File: src/rtl/tdm_demux4_pkg.sv
// Shared definitions for the 4-lane TDM receive demultiplexer.
package tdm_demux4_pkg;

  localparam int DEFAULT_WIDTH = 8;

  typedef enum logic {
    ST_IDLE = 1'b0,
    ST_RECV = 1'b1
  } state_e;

  localparam logic [1:0] SLOT0 = 2'd0;
  localparam logic [1:0] SLOT1 = 2'd1;
  localparam logic [1:0] SLOT2 = 2'd2;
  localparam logic [1:0] SLOT3 = 2'd3;

endpackage

File: src/rtl/tdm_demux4_dec2to4.sv
// One-hot 2-to-4 decoder: the structural inverse of the transmit-side mux4.
module demux_dec2to4 (
  input  logic       en,
  input  logic [1:0] sel,
  output logic [3:0] y
);

  always_comb begin
    y = 4'b0000;
    if (en) y[sel] = 1'b1;
  end

endmodule

File: src/rtl/tdm_demux4.sv
// Receive end of the 4-lane TDM link: collects one word per slot and
// publishes all four lanes together once a full frame has arrived.
module tdm_demux4
  import tdm_demux4_pkg::*;
#(
  parameter int WIDTH = DEFAULT_WIDTH
) (
  input  logic             clk,
  input  logic             rst,
  input  logic [WIDTH-1:0] din,
  input  logic             din_valid,
  input  logic             frame_start,
  output logic [WIDTH-1:0] lane0,
  output logic [WIDTH-1:0] lane1,
  output logic [WIDTH-1:0] lane2,
  output logic [WIDTH-1:0] lane3,
  output logic             frame_valid,
  output logic [1:0]       slot,
  output logic             sync_err
);

  state_e           state_q, state_d;
  logic [1:0]       slot_q, slot_d;
  logic [WIDTH-1:0] shadow0_q, shadow0_d;
  logic [WIDTH-1:0] shadow1_q, shadow1_d;
  logic [WIDTH-1:0] shadow2_q, shadow2_d;
  logic [WIDTH-1:0] lane0_q, lane0_d;
  logic [WIDTH-1:0] lane1_q, lane1_d;
  logic [WIDTH-1:0] lane2_q, lane2_d;
  logic [WIDTH-1:0] lane3_q, lane3_d;
  logic             frame_valid_q, frame_valid_d;
  logic             sync_err_q, sync_err_d;

  logic       we_en;
  logic [1:0] we_sel;
  logic [3:0] we;

  // A frame-start word always lands in slot 0, even when it resyncs mid-frame;
  // in IDLE only a frame-start word is accepted.
  assign we_en  = din_valid && ((state_q == ST_RECV) || frame_start);
  assign we_sel = frame_start ? SLOT0 : slot_q;

  demux_dec2to4 u_dec (
    .en  (we_en),
    .sel (we_sel),
    .y   (we)
  );

  always_comb begin
    state_d       = state_q;
    slot_d        = slot_q;
    frame_valid_d = 1'b0;
    sync_err_d    = 1'b0;

    if (din_valid) begin
      case (state_q)
        ST_IDLE: begin
          if (frame_start) begin
            slot_d  = SLOT1;
            state_d = ST_RECV;
          end
        end
        ST_RECV: begin
          if (frame_start) begin
            sync_err_d = 1'b1;
            slot_d     = SLOT1;
          end else if (slot_q == SLOT3) begin
            frame_valid_d = 1'b1;
            slot_d        = SLOT0;
            state_d       = ST_IDLE;
          end else begin
            slot_d = slot_q + 2'd1;
          end
        end
        default: state_d = ST_IDLE;
      endcase
    end
  end

  always_comb begin
    shadow0_d = we[0] ? din : shadow0_q;
    shadow1_d = we[1] ? din : shadow1_q;
    shadow2_d = we[2] ? din : shadow2_q;
    lane0_d   = lane0_q;
    lane1_d   = lane1_q;
    lane2_d   = lane2_q;
    lane3_d   = lane3_q;
    // The slot-3 word bypasses the shadows so all lanes switch on one edge.
    if (we[3]) begin
      lane0_d = shadow0_q;
      lane1_d = shadow1_q;
      lane2_d = shadow2_q;
      lane3_d = din;
    end
  end

  always_ff @(posedge clk) begin
    if (rst) begin
      state_q       <= ST_IDLE;
      slot_q        <= SLOT0;
      shadow0_q     <= '0;
      shadow1_q     <= '0;
      shadow2_q     <= '0;
      lane0_q       <= '0;
      lane1_q       <= '0;
      lane2_q       <= '0;
      lane3_q       <= '0;
      frame_valid_q <= 1'b0;
      sync_err_q    <= 1'b0;
    end else begin
      state_q       <= state_d;
      slot_q        <= slot_d;
      shadow0_q     <= shadow0_d;
      shadow1_q     <= shadow1_d;
      shadow2_q     <= shadow2_d;
      lane0_q       <= lane0_d;
      lane1_q       <= lane1_d;
      lane2_q       <= lane2_d;
      lane3_q       <= lane3_d;
      frame_valid_q <= frame_valid_d;
      sync_err_q    <= sync_err_d;
    end
  end

  assign lane0       = lane0_q;
  assign lane1       = lane1_q;
  assign lane2       = lane2_q;
  assign lane3       = lane3_q;
  assign frame_valid = frame_valid_q;
  assign sync_err    = sync_err_q;
  assign slot        = slot_q;

endmodule
File: config.mk
export PLATFORM = sky130hd
export DESIGN_NAME = tdm_demux4
export DESIGN_NICKNAME = d
export VERILOG_FILES = /design/src/rtl/tdm_demux4_pkg.sv /design/src/rtl/tdm_demux4_dec2to4.sv /design/src/rtl/tdm_demux4.sv
export SDC_FILE = /design/constraint.sdc
export NUM_CORES = 1
export LEC_CHECK = 0
export ABC_AREA = 1
export BUFFER_PORTS_ARGS = -buffer_cell sky130_fd_sc_hd__buf_2
export CORE_MARGIN = 2
export CORE_UTILIZATION = 55
export DETAILED_ROUTE_END_ITERATION = 10
export MAX_ROUTING_LAYER = met4
export PLACE_DENSITY = 0.79
export SLEW_MARGIN = 20
export SYNTH_ARGS = -nofsm -noshare
export SYNTH_HDL_FRONTEND = slang
export SYNTH_SLANG_ARGS = --single-unit
File: constraint.sdc
create_clock -name clk -period 2.2 [get_ports clk]
set_clock_uncertainty 0.2 [all_clocks]
set_input_delay 0.55 -clock clk [delete_from_list [all_inputs] [get_ports clk]]
set_output_delay 0.55 -clock clk [all_outputs]
set_load 0.02 [all_outputs]
==> PnR_summary.wiki <==
{| class="wikitable"
! Metric !! Value
|-
| Initial core utilization || 57.7%
|-
| Number of cells after detailed placement || 460
|-
| Number of pins with negative max-slew slack in the final report || 0
|-
| Most common flop cell mapped by yosys || sky130_fd_sc_hd__dfxtp_1
|-
| Number of enable flip-flop cells after synthesis || 0
|-
| Critical path buffers and inverters || 1
|-
| Average cell area after synthesis || 6.82 um2
|-
| Shortest clock period the worst path allows after layout || 1.79 ns
|-
| Max VDD drop || 0.465 mV
|-
| Total routing usage reported by global routing || 23.1%
|-
| Syn-to-layout area delta || 18.9%
|-
| Via Count || 2313
|-
| Critical path launch point || slot[0]
|-
| Worst-path cell chain || buf_2
|-
| Post-synth top area cell || sky130_fd_sc_hd__dfxtp_1
|-
| Synth warn || 0
|-
| Number of global-route vias before repair || 2098
|-
| Clock tree from TritonCTS || built
|-
| Half-perimeter wire length after placement || 3400 um
|-
| Class of the worst hold path || input pin to flip-flop
|-
| Insertion delay of the later-clocked pin in the worst-skew pair || 0.32 ns
|-
| Syn Inst Count || 371
|-
| Routability Congestion || 0.783
|-
| Post-Synthesis Net Count || 384
|-
| Full die area || 0.00516 mm2
|-
| Start point of the worst min-delay path || rst
|-
| Pin count of the biggest net entering global routing || 66
|-
| Slew HR || 57.9%
|-
| Global-route wire length before repair || 8990 um
|-
| Core outline area || 0.00438 mm2
|-
| DRC Markers || 0
|-
| RR Startpoint || slot[0]
|-
| Area taken by flip-flops and latches || 0.00122 mm2
|-
| Multi-input gate area || 0.00107 mm2
|-
| Most repeated cell in the gate-level netlist after synthesis || sky130_fd_sc_hd__nor2_1
|-
| Clock root cell || sky130_fd_sc_hd__clkbuf_8
|-
| Cell types with the highest counts after synthesis || 109 x sky130_fd_sc_hd__nor2_1, 64 x sky130_fd_sc_hd__nand2_1, 61 x sky130_fd_sc_hd__dfxtp_1, 60 x sky130_fd_sc_hd__nand3_1, 36 x sky130_fd_sc_hd__inv_1
|-
| #FFs+latches synth || 61
|-
| Number of placed I/O pins || 48
|-
| Seq/Total Area, Yosys || 48.3%
|-
| Result of the run || complete, no violations
|-
| Routed WL || 5170 um
|-
| DR WL/cell || 10.9 um
|-
| Antenna violations before repair || 0
|-
| Required time worst endpoint || 1.45 ns
|-
| Ys async rst share || 0%
|-
| Largest fanout on the critical path || 9
|-
| Family with the most delay on the worst path || flip-flops
|-
| Post-detailed-route count of antenna-violating nets || 0
|-
| Arrival @ worst endpoint || 1.04 ns
|-
| Yosys top cell area share || 48.3%
|-
| Vertical extent of the die || 71.8 um
|-
| Number of gates resized after CTS || 0
|-
| Net count reported at finish || 432
|-
| Iter 0 DRT Violations || 185
|-
| Endpoints failing setup || 0
|-
| Number of buffers added on ports || 47
|-
| CTS Sinks || 61
|-
| Cell row count || 24
|-
| Transition time at the pin with the least slew margin || 0.631 ns
|-
| Final non-filler cell total || 475
|-
| Cells taking the most area after synthesis || sky130_fd_sc_hd__dfxtp_1 48%, sky130_fd_sc_hd__nor2_1 16%, sky130_fd_sc_hd__nand3_1 12%
|-
| Fraction of final layout cells sized beyond drive strength 1 || 17.7%
|-
| Reg clk slew, reported paths || 0.06 ns
|-
| Leakage power total || 1.38 nW
|-
| CP startpoint kind || flip-flop
|-
| Routed vias/inst || 4.87
|-
| Max stage delay on crit path || 0.49 ns
|-
| PD cells || 727 mW/mm2
|-
| Pre-Repair DR Iteration Count || 8
|-
| Area of the mapped netlist || 0.00253 mm2
|-
| Final setup TNS || 0 ns
|-
| Maximum buffer depth of the clock tree || 2
|-
| Top achievable clock speed || 0.560 GHz
|-
| Number of filler instances in the final layout || 395
|-
| Number of hold violations in the final report || 0
|-
| Number of H-tree levels || 3
|-
| Total global routing overflow || 0
|-
| Fin crit share || 81.2%
|-
| Setup repair after global routing missed its margin || no
|-
| Total clock buffers created by CTS || 9
|-
| DIE WIDTH || 71.8 um
|-
| Post-CTS setup repair buffer count || 0
|-
| Classification of the worst setup path || flip-flop to output port
|-
| Library cell contributing the largest single delay on the critical path || sky130_fd_sc_hd__dfxtp_1
|-
| Antenna Cells || 0
|-
| Hold buffer count at CTS || 0
|-
| Netlist cell types || 17
|-
| Endpoint type of the worst setup path || output port
|-
| Max-cap violations || 0
|}
[flip-flops by register name, summed over array words and instances, names as in the netlist]
name         flops
lane1            8
slot             2
sync_err         1
state_q          1
lane2            8
frame_valid      1
shadow2_q        8
shadow1_q        8
shadow0_q        8
lane0            8
lane3            8
[logic make-up (layout without fill, tap and decap cells)]
| logic type | Yosys count | in the layout | synth area share (%) |
|---|---|---|---|
| AND/OR/NAND/NOR | 238 | 238 | 38.7 |
| flip-flops | 61 | 61 | 48.3 |
| buffers and inverters | 57 | 109 | 9.60 |
| AO/OA/AOI/OAI | 14 | 14 | 2.92 |
| adder cells (fa/ha/maj) | 1 | 1 | 0.495 |
[metrics by stage]
stage	instance area [um2]	worst slack (ns)	hold WS [ns]	power (mW)	utilization [%]
floorplan	2530	0.652	0.252	1.29	-
global placement	2830	0.383	0.257	1.33	64.5
detailed placement	2830	0.335	0.266	1.33	64.5
CTS	3010	0.394	0.240	2.21	68.6
global route	3010	0.351	0.261	2.29	68.6
finish	3010	0.413	0.252	2.19	68.6
[metal layers]
| layer | vias up | share of wire (%) | track usage (%) |
|---|---|---|---|
| met5 | - | 0 | - |
| met4 | 0 | 1.1 | 11.3 |
| met3 | 6 | 5.7 | 5.20 |
| met2 | 58 | 48 | 36.3 |
| met1 | 1010 | 45 | 27.8 |
| li1 | 1239 | - | - |
[worst register-to-register path, cell delays in order, from the launching register on]
cell                      delay [ns]
sky130_fd_sc_hd__dfxtp_1        0.49
sky130_fd_sc_hd__nand2_1        0.13
sky130_fd_sc_hd__nor2_2         0.09
sky130_fd_sc_hd__buf_4          0.30
sky130_fd_sc_hd__nand3_1        0.16
sky130_fd_sc_hd__nand2_1        0.09
sky130_fd_sc_hd__nor2_1         0.04
[placed cells by master, fill, tap and decap left out, drive strengths merged]
| cell | instances |
|---|---|
| ha | 1 |
| nand4 | 1 |
| nor2 | 111 |
| clkbuf | 14 |
| nor3 | 2 |
| dfxtp | 61 |
| clkinv | 1 |
| inv | 37 |
| nand2 | 64 |
| buf | 57 |
| a21oi | 11 |
| o21ai | 3 |
| nand3 | 60 |
[where the power goes]
| part | internal [mW] | total [mW] | switching, mW |
|---|---|---|---|
| clock network | 0.494 | 0.875 | 0.381 |
| logic | 0.0585 | 0.169 | 0.111 |
| registers | 1.13 | 1.14 | 0.0148 |
| total | 1.68 | 2.19 | 0.507 |
[final timing paths]
check / end / slack [ns] / cells past startpoint
setup / recovery: slot[0] / 0.41 / 1
hold / removal: state_q / 0.25 / 2
setup reg to reg: lane3[6] / 0.60 / 6
hold reg to reg: lane1[1] / 0.28 / 2
[area by class of cell]
cell class              count  area share [%]
flip-flops and latches     61            40.6
repair buffers             57            11.2
multi-input cells         253            35.5
inverters                  37            4.62
well taps                  52            2.16
clock buffers              14            5.75
clock inverters             1           0.167
Power figures use the tool's default switching activity.
